**src/rtl/branch_predictor.sv**
```systemverilog
`default_nettype none
// ============================================================================
// Module      : branch_predictor
// Description : Direct-mapped BTB with 2-bit saturating direction counters
//               and a saturating misprediction counter.
// Revision    : 1.0 - initial release
// ============================================================================
module branch_predictor #(
    parameter int DATA_W = 16,
    parameter int IDX_W  = 4
) (
    input  logic              clk,
    input  logic              arst_n,
    input  logic [DATA_W-1:0] lookup_pc,
    output logic              predict_taken,
    output logic [DATA_W-1:0] predict_target,
    input  logic              update_en,
    input  logic [DATA_W-1:0] update_pc,
    input  logic              update_taken,
    input  logic [DATA_W-1:0] update_target,
    input  logic              mispredict,
    output logic [15:0]       mispredict_count
);

    localparam int TAG_W   = DATA_W - IDX_W - 2;
    localparam int ENTRIES = 1 << IDX_W;

    localparam logic [1:0] C_CTR_SNT = 2'b00;
    localparam logic [1:0] C_CTR_WT  = 2'b10;
    localparam logic [1:0] C_CTR_ST  = 2'b11;

    logic [ENTRIES-1:0] r_valid;
    logic [TAG_W-1:0]   r_tag    [ENTRIES];
    logic [DATA_W-1:0]  r_target [ENTRIES];
    logic [1:0]         r_ctr    [ENTRIES];
    logic [15:0]        r_mp_count;

    logic [IDX_W-1:0]  w_lk_idx;
    logic [TAG_W-1:0]  w_lk_tag;
    logic              w_lk_hit;
    logic [IDX_W-1:0]  w_up_idx;
    logic [TAG_W-1:0]  w_up_tag;
    logic              w_up_hit;
    logic [DATA_W-1:0] w_seq_pc;
    logic [3:0]        w_unused_pc_lsbs;

    assign w_unused_pc_lsbs = {lookup_pc[1:0], update_pc[1:0]};

    assign w_lk_idx = lookup_pc[IDX_W+1:2];
    assign w_lk_tag = lookup_pc[DATA_W-1:IDX_W+2];
    assign w_lk_hit = r_valid[w_lk_idx] && (r_tag[w_lk_idx] == w_lk_tag);

    assign w_up_idx = update_pc[IDX_W+1:2];
    assign w_up_tag = update_pc[DATA_W-1:IDX_W+2];
    assign w_up_hit = r_valid[w_up_idx] && (r_tag[w_up_idx] == w_up_tag);

    // Lookup reads the registered table only, so a same-cycle update is not bypassed.
    assign w_seq_pc       = lookup_pc + DATA_W'(4);
    assign predict_taken  = w_lk_hit & r_ctr[w_lk_idx][1];
    assign predict_target = predict_taken ? r_target[w_lk_idx] : w_seq_pc;

    always_ff @(posedge clk or negedge arst_n) begin
        if (!arst_n) begin
            r_valid <= '0;
            for (int i = 0; i < ENTRIES; i++) begin
                r_tag[i]    <= '0;
                r_target[i] <= '0;
                r_ctr[i]    <= C_CTR_SNT;
            end
        end else if (update_en) begin
            if (w_up_hit) begin
                if (update_taken) begin
                    if (r_ctr[w_up_idx] != C_CTR_ST) begin
                        r_ctr[w_up_idx] <= r_ctr[w_up_idx] + 2'd1;
                    end
                    r_target[w_up_idx] <= update_target;
                end else if (r_ctr[w_up_idx] != C_CTR_SNT) begin
                    r_ctr[w_up_idx] <= r_ctr[w_up_idx] - 2'd1;
                end
            end else if (update_taken) begin
                // Not-taken misses are never allocated; they would only predict fall-through.
                r_valid[w_up_idx]  <= 1'b1;
                r_tag[w_up_idx]    <= w_up_tag;
                r_target[w_up_idx] <= update_target;
                r_ctr[w_up_idx]    <= C_CTR_WT;
            end
        end
    end

    always_ff @(posedge clk or negedge arst_n) begin
        if (!arst_n) begin
            r_mp_count <= '0;
        end else if (update_en && mispredict && (r_mp_count != 16'hFFFF)) begin
            r_mp_count <= r_mp_count + 16'd1;
        end
    end

    assign mispredict_count = r_mp_count;

endmodule
`default_nettype wire
```
**config.mk**
```make
export PLATFORM = sky130hd
export DESIGN_NAME = branch_predictor
export DESIGN_NICKNAME = d
export VERILOG_FILES = /design/src/rtl/branch_predictor.sv
export SDC_FILE = /design/constraint.sdc
export NUM_CORES = 1
export LEC_CHECK = 0
export BUFFER_PORTS_ARGS = -buffer_cell sky130_fd_sc_hd__buf_2
export CAP_MARGIN = 25
export CORE_ASPECT_RATIO = 0.6
export CORE_UTILIZATION = 54
export CTS_CLUSTER_SIZE = 30
export DETAILED_ROUTE_END_ITERATION = 8
export PLACE_DENSITY_LB_ADDON = 0.1
export SLEW_MARGIN = 15
export SYNTH_ARGS = -nofsm -noshare
export SYNTH_HDL_FRONTEND = slang
export SYNTH_SLANG_ARGS = --single-unit
```
**constraint.sdc**
```tcl
create_clock -name clk -period 3.78 [get_ports clk]
set_input_delay 0.189 -clock clk [delete_from_list [all_inputs] [get_ports clk]]
set_output_delay 0.189 -clock clk [all_outputs]
set_load 0.005 [all_outputs]
```
==> impl_metrics.csv, run 1 <==
group,metric,value,unit
outcome,status,"complete, but fails checks",
outcome,violations,"DRC",
setup_path,arrival,3.40,ns
power_and_ir_drop,ir_worst_vdd,0.404,mV
power_and_ir_drop,p_per_area,521,nW/um^2
power_and_ir_drop,pwr-share-seq,0.472,
floorplan,die_h,165,um
synth,ys_warn_count,0,
routing,drt_wl_total,65300,um
setup_path,end_kind,"output pin",
power_and_ir_drop,combPwrFrac,0.187,
synth,synth_cell_types,54,
synth,synth_cells,1660,
routing,routedWlPerCell,27.4,um
setup_path,max_stage_delay,0.57,ns
synth,seq_area_frac_synth,0.501,
routing,drt_pass1_iterations,7,
power_and_ir_drop,intPower,0.0106,W
cells_and_area,final_cell_mix,"480 x dfrtp_1, 430 x mux2_2, 173 x mux4_2",
flow_run,max-cap-violations,0,
cells_and_area,layout_commonest_cell,"dfrtp_1",
placed_design,place_inst,2284,
floorplan,rows,59,
clock_network,cts_root_buf,"clkbuf_16",
global_routing,antenna_found_initial,0,
routing,ant_nets,0,
sta,rsz0062_at_grt,"no",
hold_path,hold_path_class,"primary input to flop",
global_routing,met3_usage,0.0943,
placed_design,portBuffers,83,
global_routing,overflow,0,
setup_path,crit_buf_inv,3,
setup_path,cpLargestDelayFamily,"multiplexers",
clock_network,cts_sinks,480,
global_routing,grt_pass1_vias,15447,
routing,drtIter0Drc,1554,
clock_network,clk_latency,0.57,ns
sta,period_share,0.949,
synth,ys_async_sr_fraction,1.00,
power_and_ir_drop,p_switching,0.00369,W
cells_and_area,diodes,0,
global_routing,use_met1,0.464,
floorplan,die-width,274,um
setup_path,worst_path_max_delay_cell,"mux4_2",
setup_path,required,3.59,ns
sta,slew_headroom,0.366,
setup_path,path_max_fanout,13,
synth,ys_ff_latch,480,
cells_and_area,fillers,3261,
clock_network,htree_levels,2,
synth,synth_edf_count,0,
synth,synthesis.area,24000,um^2
sta,clock.fmax,279,MHz
routing,via_count,15109,
setup_path,crit_chain,"mux4_2, mux4_2, xnor2_1, nand4_1, nor3_2, nand4_1, buf_4, clkbuf_16, a21oi_2, buf_2",
sta,slew_viol_final,0,
setup_path,crit_type,"flop to output pin",
clock_network,path_clk_slew,0.06,ns
synth,yosysTopAreaCellShare,0.501,
cells_and_area,seq_area,12000,um^2
synth,yosys.area.top_type,"dfrtp_1",
floorplan,initial_core_util,0.551,
global_routing,grt_usage,0.300,
setup_path,startpoint_type,"flop",
cells_and_area,finish.instance_area,27500,um^2
sta,skew,0.0215,ns
cells_and_area,fin_cells,2381,
floorplan,core,43600,um^2
synth,avgSynthCellArea,14.5,um^2
clock_network,numCtsBuffers,46,
global_routing,grt_util_met2,0.409,
floorplan,io_pins,86,
routing,drc_errors,6,
global_routing,grt_pass1_wl,99500,um
cells_and_area,finish.net_count,1828,
sta,setup_tns,0,ns
clock_network,cts_tree,"done",
synth,syn_nets,1717,
placed_design,place.gp.congestion,0.903,
placed_design,dp_hpwl,42600,um
sta,tightest_slew,0.938,ns
power_and_ir_drop,p_leak,12.1,nW
cells_and_area,syn2layout_area_growth,14.6,%
routing,viasPerCell,6.35,
synth,synth_area_leaders,"dfrtp_1 50%, mux2_2 20%, mux4_2 16%",
power_and_ir_drop,swShare,0.258,
synth,ys.flop_type,"dfrtp_1",
clock_network,cts_max_path_buffers,3,
sta,whs,0.0213,ns
floorplan,dieArea,45300,um^2
sta,setup_viol,0,
global_routing,grt-busiest-layer,"met1",
sta,hold_viol,0,
power_and_ir_drop,clock_power_share,0.341,
cells_and_area,multi_input_area,11500,um^2
placed_design,placed_area,25700,um^2
cells_and_area,final_layout_size_suffix_gt1_frac,0.496,
sta,fin_crit,3.59,ns
setup_path,r2r_slack,0.27,ns
global_routing,grt_max_degree,107,
-- power groups by stage --
| stage | clock network [W] | logic (W) | registers (W) |
|---|---|---|---|
| detailed placement | 0 | 0.00266 | 0.00682 |
| global placement | 0 | 0.00258 | 0.00678 |
| floorplan | 0 | 0.00199 | 0.00659 |
| finish | 0.00488 | 0.00269 | 0.00676 |
| CTS | 0.00498 | 0.00269 | 0.00674 |
| global route | 0.00520 | 0.00290 | 0.00688 |
-- Yosys cell counts (5+ instances only) --
cell type / count
or2_2: 16
o21ai_0: 11
buf_2: 17
clkbuf_1: 68
nor3_1: 15
nor2b_1: 9
o22ai_1: 11
dfrtp_1: 480
inv_1: 8
nand3_1: 25
mux4_2: 173
a22o_1: 5
nand4_1: 7
xnor2_1: 26
mux2_2: 430
a22oi_1: 10
o2bb2ai_1: 6
buf_4: 5
and2_1: 9
nor2_1: 57
mux2i_1: 33
nand2_1: 102
nand2b_1: 7
and3_1: 8
xor2_1: 23
a21oi_1: 16
buf_1: 38
-- stage by stage --
step / setup slack (ns) / util / power (W)
3_3_place_gp: 0.0909 / 0.590 / 0.00936
3_5_place_dp: 0.0517 / 0.590 / 0.00948
4_1_cts: 0.0449 / 0.630 / 0.0144
2_1_floorplan: 0.159 / - / 0.00858
6_report: 0.193 / 0.631 / 0.0143
5_1_grt: 0.00693 / 0.631 / 0.0150
-- state kept, by name, summed over array words and instances, names as in the netlist --
name,flops
r_valid,16
r_ctr,32
r_tag,160
r_target,256
mispredict_count,16
-- routing by layer --
metal	vias up	wire, um	share of wire
met5	-	0	0
met3	99	6540	0.10
li1	6422	-	-
met4	0	1330	0.020
met2	567	27500	0.42
met1	8021	29900	0.46
-- final timing paths --
kind                            depth (start not counted)                         to                      start
worst max-delay path                                   10         predict_target[13]      r_tag[33]$_DFFE_PN0P_
worst min-delay path                                    3  r_target[194]$_DFFE_PN0P_           update_target[2]
worst max register to register                         12      r_ctr[20]$_DFFE_PN0P_      r_tag[68]$_DFFE_PN0P_
worst min register to register                          2  r_target[207]$_DFFE_PN0P_  r_target[207]$_DFFE_PN0P_
max in group asynchronous                               3      r_ctr[16]$_DFFE_PN0P_                     arst_n
min in group asynchronous                               2  r_target[106]$_DFFE_PN0P_                     arst_n
-- final cells by class --
type,instances,share of cell area
well taps,579,0.0263
repair buffers,194,0.0607
flip-flops and latches,480,0.437
clock inverters,13,0.00705
clock buffers,66,0.0509
inverters,8,0.00109
multi-input cells,1041,0.417
-- tightest hold or removal path, cell delays in order --
cell and delay [ns]:
buf_2 0.19, nand2_1 0.10, nand2_1 0.05
-- cell families (layout without fill, tap and decap cells) --
group,Yosys count,in the layout,synth area share
AOI/OAI and AO/OA,79,79,0.0220
xor gates and xnor gates,49,49,0.0179
adders and majority gates,4,4,0.00209
buffers and inverters,139,281,0.0244
DFF,480,480,0.501
muxes,640,640,0.380
and+or+nand+nor,269,269,0.0532
-- repair_timing --
| action | 4_1_cts | 5_1_grt |
|---|---|---|
| hold buffers | 16 | 0 |
| hold endpoints to repair | 113 | 0 |
| gates resized for setup | 0 | 6 |
| endpoints found under the setup margin | 0 | 8 |
| setup buffers | 0 | 1 |
Note: power is estimated with default switching activity, not from simulation.
==> inputs of run 2 (changes only) <==
--- a/config.mk
+++ b/config.mk
@@ -7,8 +7,10 @@
 export LEC_CHECK = 0
 export BUFFER_PORTS_ARGS = -buffer_cell sky130_fd_sc_hd__buf_2
 export CAP_MARGIN = 25
+export CELL_PAD_IN_SITES_DETAIL_PLACEMENT = 1
+export CELL_PAD_IN_SITES_GLOBAL_PLACEMENT = 2
 export CORE_ASPECT_RATIO = 0.6
-export CORE_UTILIZATION = 54
+export CORE_UTILIZATION = 46
 export CTS_CLUSTER_SIZE = 30
 export DETAILED_ROUTE_END_ITERATION = 8
 export PLACE_DENSITY_LB_ADDON = 0.1
==> impl_metrics.csv, run 2 (synthesized netlist as in run 1, its figures left out) <==
group,metric,value,unit
clock_network,clk_latency,0.58,ns
power_and_ir_drop,p_total,0.0146,W
sta,setup_viol,0,
setup_path,startpoint_type,"flop",
clock_network,cts_sinks,480,
routing,drt_pass1_iterations,5,
sta,tightest_slew,1.01,ns
placed_design,placed_area,25900,um^2
hold_path,hold_path_class,"primary input to flop",
routing,drtIter0Drc,1341,
placed_design,dp_hpwl,46900,um
global_routing,antenna_found_initial,2,
setup_path,crit_chain,"mux4_2, mux4_2, xnor2_4, nand4_1, nor3_2, nand4_1, buf_8, nor2_1, a21oi_1, buf_2",
floorplan,initial_core_util,0.468,
setup_path,end_kind,"output pin",
cells_and_area,largest_register_ffs,256,
setup_path,worst_path_max_delay_cell,"mux4_2",
placed_design,place.gp.congestion,0.832,
routing,routedWlPerCell,29.0,um
floorplan,io_pins,86,
setup_path,cpLargestDelayFamily,"multiplexers",
global_routing,grt_usage,0.282,
placed_design,portBuffers,83,
cells_and_area,regMostFlops,"r_target",
cells_and_area,finish.net_count,1832,
sta,period_share,0.973,
cells_and_area,layout_commonest_cell,"dfrtp_1",
floorplan,dieArea,53100,um^2
routing,via_count,15373,
floorplan,core,51200,um^2
clock_network,numCtsBuffers,47,
cells_and_area,diodes,0,
cells_and_area,finish.instance_area,27700,um^2
setup_path,required,3.59,ns
sta,clock.fmax,272,MHz
routing,drt_wl_total,72600,um
sta,skew,0.0146,ns
sta,slew_viol_final,0,
clock_network,cts_tree,"done",
routing,viasPerCell,6.14,
cells_and_area,final_cell_mix,"480 x dfrtp_1, 430 x mux2_2, 173 x mux4_2",
floorplan,die_h,179,um
outcome,status,"completed",
clock_network,htree_levels,2,
global_routing,grt_pass1_vias,16127,
global_routing,grt_pass1_wl,110000,um
setup_path,path_max_fanout,17,
flow_run,max-cap-violations,0,
sta,fin_crit,3.68,ns
clock_network,path_clk_slew,0.07,ns
power_and_ir_drop,p_per_area,527,nW/um^2
global_routing,grt_max_degree,119,
cells_and_area,final_layout_size_suffix_gt1_frac,0.494,
routing,ant_nets,0,
setup_path,arrival,3.49,ns
setup_path,max_stage_delay,0.59,ns
sta,slew_headroom,0.327,
setup_path,crit_type,"flop to output pin",
power_and_ir_drop,p_leak,12.2,nW
sta,rsz0062_at_grt,"yes",
sta,hold_viol,0,
floorplan,die-width,297,um
sta,setup_tns,0,ns
setup_path,crit_buf_inv,2,
routing,drc_errors,0,
floorplan,rows,64,
cells_and_area,syn2layout_area_growth,15.5,%
global_routing,overflow,0,
cells_and_area,largest_registers,"r_target x256, r_tag x160, r_ctr x32",
clock_network,cts_root_buf,"clkbuf_16",
clock_network,cts_max_path_buffers,3,
power_and_ir_drop,ir_worst_vdd,0.367,mV
[run 2: cell types whose count changed in the layout (fill, tap and decap cells not counted), moves of 2 or more]
| cell | change |
|---|---|
| buf_12 | +2 |
| clkbuf_1 | +3 |
| clkbuf_16 | -2 |
| clkbuf_8 | -2 |
| clkinvlp_4 | +2 |
| nor2_1 | +3 |
| nor2_2 | -3 |
| xnor2_1 | -2 |
[run 2: tightest hold or removal path, stage by stage]
cell and delay [ns]:
buf_2 0.09, nand2_1 0.08, nor2_1 0.06, nand3_1 0.11
xnor2_1 0.07
[run 2: area by class of cell]
class	count	area (um^2)
Tap cell	693	867
Timing Repair Buffer	197	1710
Multi-Input combinational cell	1041	11500
Clock buffer	66	1360
Sequential cell	480	12000
Inverter	8	30.0
Fill cell	4923	23500
Clock inverter	17	259
[run 2: repair_timing]
action,4_1_cts,5_1_grt
gates resized for setup,3,4
endpoints found under the setup margin,14,8
buffers inserted,0,1
hold endpoints to repair,127,0
pin swaps,0,1
hold buffers,17,0
[run 2: routing by layer]
metal,wire length (um),global-route usage,part of all wire
met5,0,0,0
met3,4890,0.0634,0.067
met2,31500,0.405,0.43
met4,1220,0.0552,0.017
met1,35000,0.437,0.48
[run 2: power by group]
part / switching (W) / internal (W)
clock: 0.00212 / 0.00292
sequential: 0.000696 / 0.00611
combinational: 0.00111 / 0.00163
[run 2: worst paths after layout]
kind | from | end | slack (ns) | cells past startpoint
min reg2reg | r_target[207]$_DFFE_PN0P_ | r_target[207]$_DFFE_PN0P_ | 0.48 | 2
max reg2reg | r_tag[48]$_DFFE_PN0P_ | r_ctr[24]$_DFFE_PN0P_ | 0.21 | 12
max | r_tag[129]$_DFFE_PN0P_ | predict_target[15] | 0.10 | 10
min | mispredict | mispredict_count[12]$_DFFE_PN0P_ | 0.06 | 5
min in group asynchronous | arst_n | r_target[106]$_DFFE_PN0P_ | 0.29 | 2
max in group asynchronous | arst_n | r_ctr[0]$_DFFE_PN0P_ | 2.31 | 3
[run 2: metrics by stage]
stage / util / hold slack [ns] / setup slack (ns) / instances
after floorplan: - / -0.107 / 0.159 / 1660
after global placement: 0.505 / 0.371 / 0.153 / 2401
after detailed placement: 0.505 / 0.381 / 0.142 / 2401
after CTS: 0.540 / 0.0335 / 0.00962 / 2501
after global routing: 0.541 / 0.0949 / -0.0119 / 2502
final: 0.541 / 0.0637 / 0.101 / 2502
==> inputs of run 3 (changes only) <==
--- a/config.mk
+++ b/config.mk
@@ -10,7 +10,8 @@
 export CELL_PAD_IN_SITES_DETAIL_PLACEMENT = 1
 export CELL_PAD_IN_SITES_GLOBAL_PLACEMENT = 2
 export CORE_ASPECT_RATIO = 0.6
-export CORE_UTILIZATION = 46
+export CORE_UTILIZATION = 47
+export CTS_BUF_LIST = sky130_fd_sc_hd__clkbuf_8
 export CTS_CLUSTER_SIZE = 30
 export DETAILED_ROUTE_END_ITERATION = 8
 export PLACE_DENSITY_LB_ADDON = 0.1
==> impl_metrics.csv, run 3 (synthesized netlist as in run 1, its figures left out) <==
group,metric,value,unit
routing,drt_wl_total,71700,um
routing,drtIter0Drc,1221,
setup_path,startpoint_type,"flop",
placed_design,place.gp.congestion,0.853,
sta,rsz0062_at_grt,"yes",
floorplan,dieArea,52000,um^2
power_and_ir_drop,p_per_area,493,nW/um^2
sta,setup_viol,11,
cells_and_area,final_cell_mix,"480 x dfrtp_1, 430 x mux2_2, 173 x mux4_2",
outcome,status,"complete, but fails checks",
cells_and_area,layout_commonest_cell,"dfrtp_1",
clock_network,numCtsBuffers,76,
routing,viasPerCell,6.05,
routing,drc_errors,0,
routing,ant_nets,0,
clock_network,htree_levels,3,
clock_network,cts_max_path_buffers,3,
setup_path,path_max_fanout,5,
sta,clock.fmax,261,MHz
placed_design,dp_hpwl,46400,um
routing,drt_pass1_iterations,5,
hold_path,hold_path_class,"primary input to flop",
sta,slew_viol_final,0,
global_routing,antenna_found_initial,1,
sta,skew,0.0195,ns
cells_and_area,fillers,4774,
cells_and_area,finish.net_count,1880,
cells_and_area,largest_registers,"r_target x256, r_tag x160, r_ctr x32",
routing,via_count,15457,
sta,period_share,1.02,
power_and_ir_drop,p_leak,12.3,nW
global_routing,grt_max_degree,112,
setup_path,startpoint,"r_tag[89]$_DFFE_PN0P_",
sta,tightest_slew,1.02,ns
power_and_ir_drop,ir_worst_vdd,0.275,mV
sta,hold_viol,0,
hold_path,holdPathStages,2,
setup_path,r2r_slack,0.18,ns
placed_design,portBuffers,83,
hold_path,whs_endpoint,"r_tag[159]$_DFFE_PN0P_",
sta,finalWorstSetupSlack,-0.0572,ns
setup_path,crit_type,"flop to output pin",
setup_path,end_kind,"output pin",
floorplan,die-width,294,um
clock_network,clk_latency,0.65,ns
setup_path,required,3.59,ns
sta,slew_headroom,0.315,
hold_path,min_from,"update_pc[15]",
global_routing,overflow,0,
setup_path,r2r.worst_path.cells,12,
cells_and_area,syn2layout_area_growth,16.1,%
setup_path,max_stage_delay,0.57,ns
cells_and_area,final_layout_size_suffix_gt1_frac,0.511,
power_and_ir_drop,p_total,0.0137,W
clock_network,cts_sinks,480,
setup_path,worst_path_max_delay_cell,"mux4_2",
setup_path,arrival,3.65,ns
floorplan,initial_core_util,0.481,
routing,routedWlPerCell,28.1,um
global_routing,grt_usage,0.288,
global_routing,grt_pass1_wl,109000,um
setup_path,regToRegEndpoint,"r_ctr[16]$_DFFE_PN0P_",
floorplan,io_pins,86,
setup_path,crit_chain,"mux4_2, mux4_2, xnor2_2, buf_4, nand4_1, nor3_2, buf_4, nand4_1, buf_6, buf_12, mux2_2, buf_2",
floorplan,core,49900,um^2
clock_network,cts_tree,"done",
floorplan,rows,63,
clock_network,cts_root_buf,"clkbuf_8",
global_routing,grt_pass1_vias,16655,
floorplan,die_h,177,um
placed_design,preCtsSetupSlack,0.0335,ns
outcome,violations,"setup timing",
flow_run,max-cap-violations,0,
cells_and_area,regMostFlops,"r_target",
sta,fin_crit,3.84,ns
cells_and_area,largest_register_ffs,256,
setup_path,r2r-start,"r_tag[120]$_DFFE_PN0P_",
clock_network,path_clk_slew,0.07,ns
## run 3: changes by cell type in the layout (fill, tap and decap cells not counted), moves of 9 or more
| cell | previous run | this run |
|---|---|---|
| a21oi_1 | 15 | 3 |
| nor2_4 | 0 | 13 |
| nor2_1 | 51 | 38 |
| clkbuf_16 | 48 | 2 |
| clkbuf_8 | 10 | 88 |
| a21oi_2 | 1 | 10 |
| clkbuf_1 | 9 | 0 |
| inv_1 | 8 | 38 |
## run 3: repair_timing
| action | 4_1_cts | 5_1_grt |
|---|---|---|
| resized for setup | 20 | 30 |
| hold endpoints to repair | 341 | 0 |
| buffers inserted | 5 | 2 |
| setup endpoints to repair | 16 | 19 |
| pin swaps | 5 | 11 |
| hold buffers | 21 | 0 |
| cloned | 1 | 2 |
## run 3: how the worst max path moves through the flow
stage / depth (start not counted) / slack [ns] / to
2_1_floorplan: 11 / 0.16 / r_ctr[16]$_DFFE_PN0P_
3_3_place_gp: 12 / 0.02 / r_ctr[18]$_DFFE_PN0P_
3_5_place_dp: 12 / 0.03 / r_ctr[18]$_DFFE_PN0P_
4_1_cts: 14 / -0.17 / predict_target[13]
5_1_grt: 14 / -0.20 / predict_target[9]
6_report: 12 / -0.06 / predict_target[3]
## run 3: area by class of cell
cell class | instances | area, um^2 | area share
Timing Repair Buffer | 216 | 1950 | 0.0701
Sequential cell | 480 | 12000 | 0.431
Tap cell | 682 | 853 | 0.0306
Antenna cell | 1 | 2.50 | 0.0000898
Clock inverter | 38 | 165 | 0.00593
Inverter | 8 | 30.0 | 0.00108
Multi-Input combinational cell | 1041 | 11600 | 0.418
Clock buffer | 87 | 1200 | 0.0430
## run 3: report_power, final
| part | total (W) | switching [W] | internal [W] |
|---|---|---|---|
| combinational | 0.00279 | 0.00114 | 0.00166 |
| sequential | 0.00679 | 0.000672 | 0.00612 |
| clock | 0.00416 | 0.00208 | 0.00208 |
## run 3: per-stage QoR
step | utilization | std cells | cell area (um^2) | setup TNS, ns | hold slack [ns]
2_1_floorplan | - | 1660 | 24000 | 0 | -0.107
3_3_place_gp | 0.520 | 2398 | 26000 | 0 | 0.323
3_5_place_dp | 0.520 | 2398 | 26000 | 0 | 0.340
4_1_cts | 0.555 | 2550 | 27700 | -2.15 | 0.00752
5_1_grt | 0.558 | 2552 | 27900 | -2.55 | 0.0479
6_report | 0.558 | 2553 | 27900 | -0.418 | 0.0341
## run 3: layer usage
metal / GRT usage / vias to the layer above / wire length (um)
li1: - / 6525 / -
met1: 0.458 / 8344 / 35300
met2: 0.396 / 494 / 30000
met3: 0.0677 / 94 / 5200
met4: 0.0627 / 0 / 1190
met5: 0 / - / 0
## run 3: worst max-delay path, delay by kind of cell (launching register included)
kind,cells,cell delay [ns]
flip-flops,1,0.40
AND/OR/NAND/NOR,3,0.35
XOR/XNOR,1,0.16
buffers and inverters,5,0.77
multiplexers,3,1.33
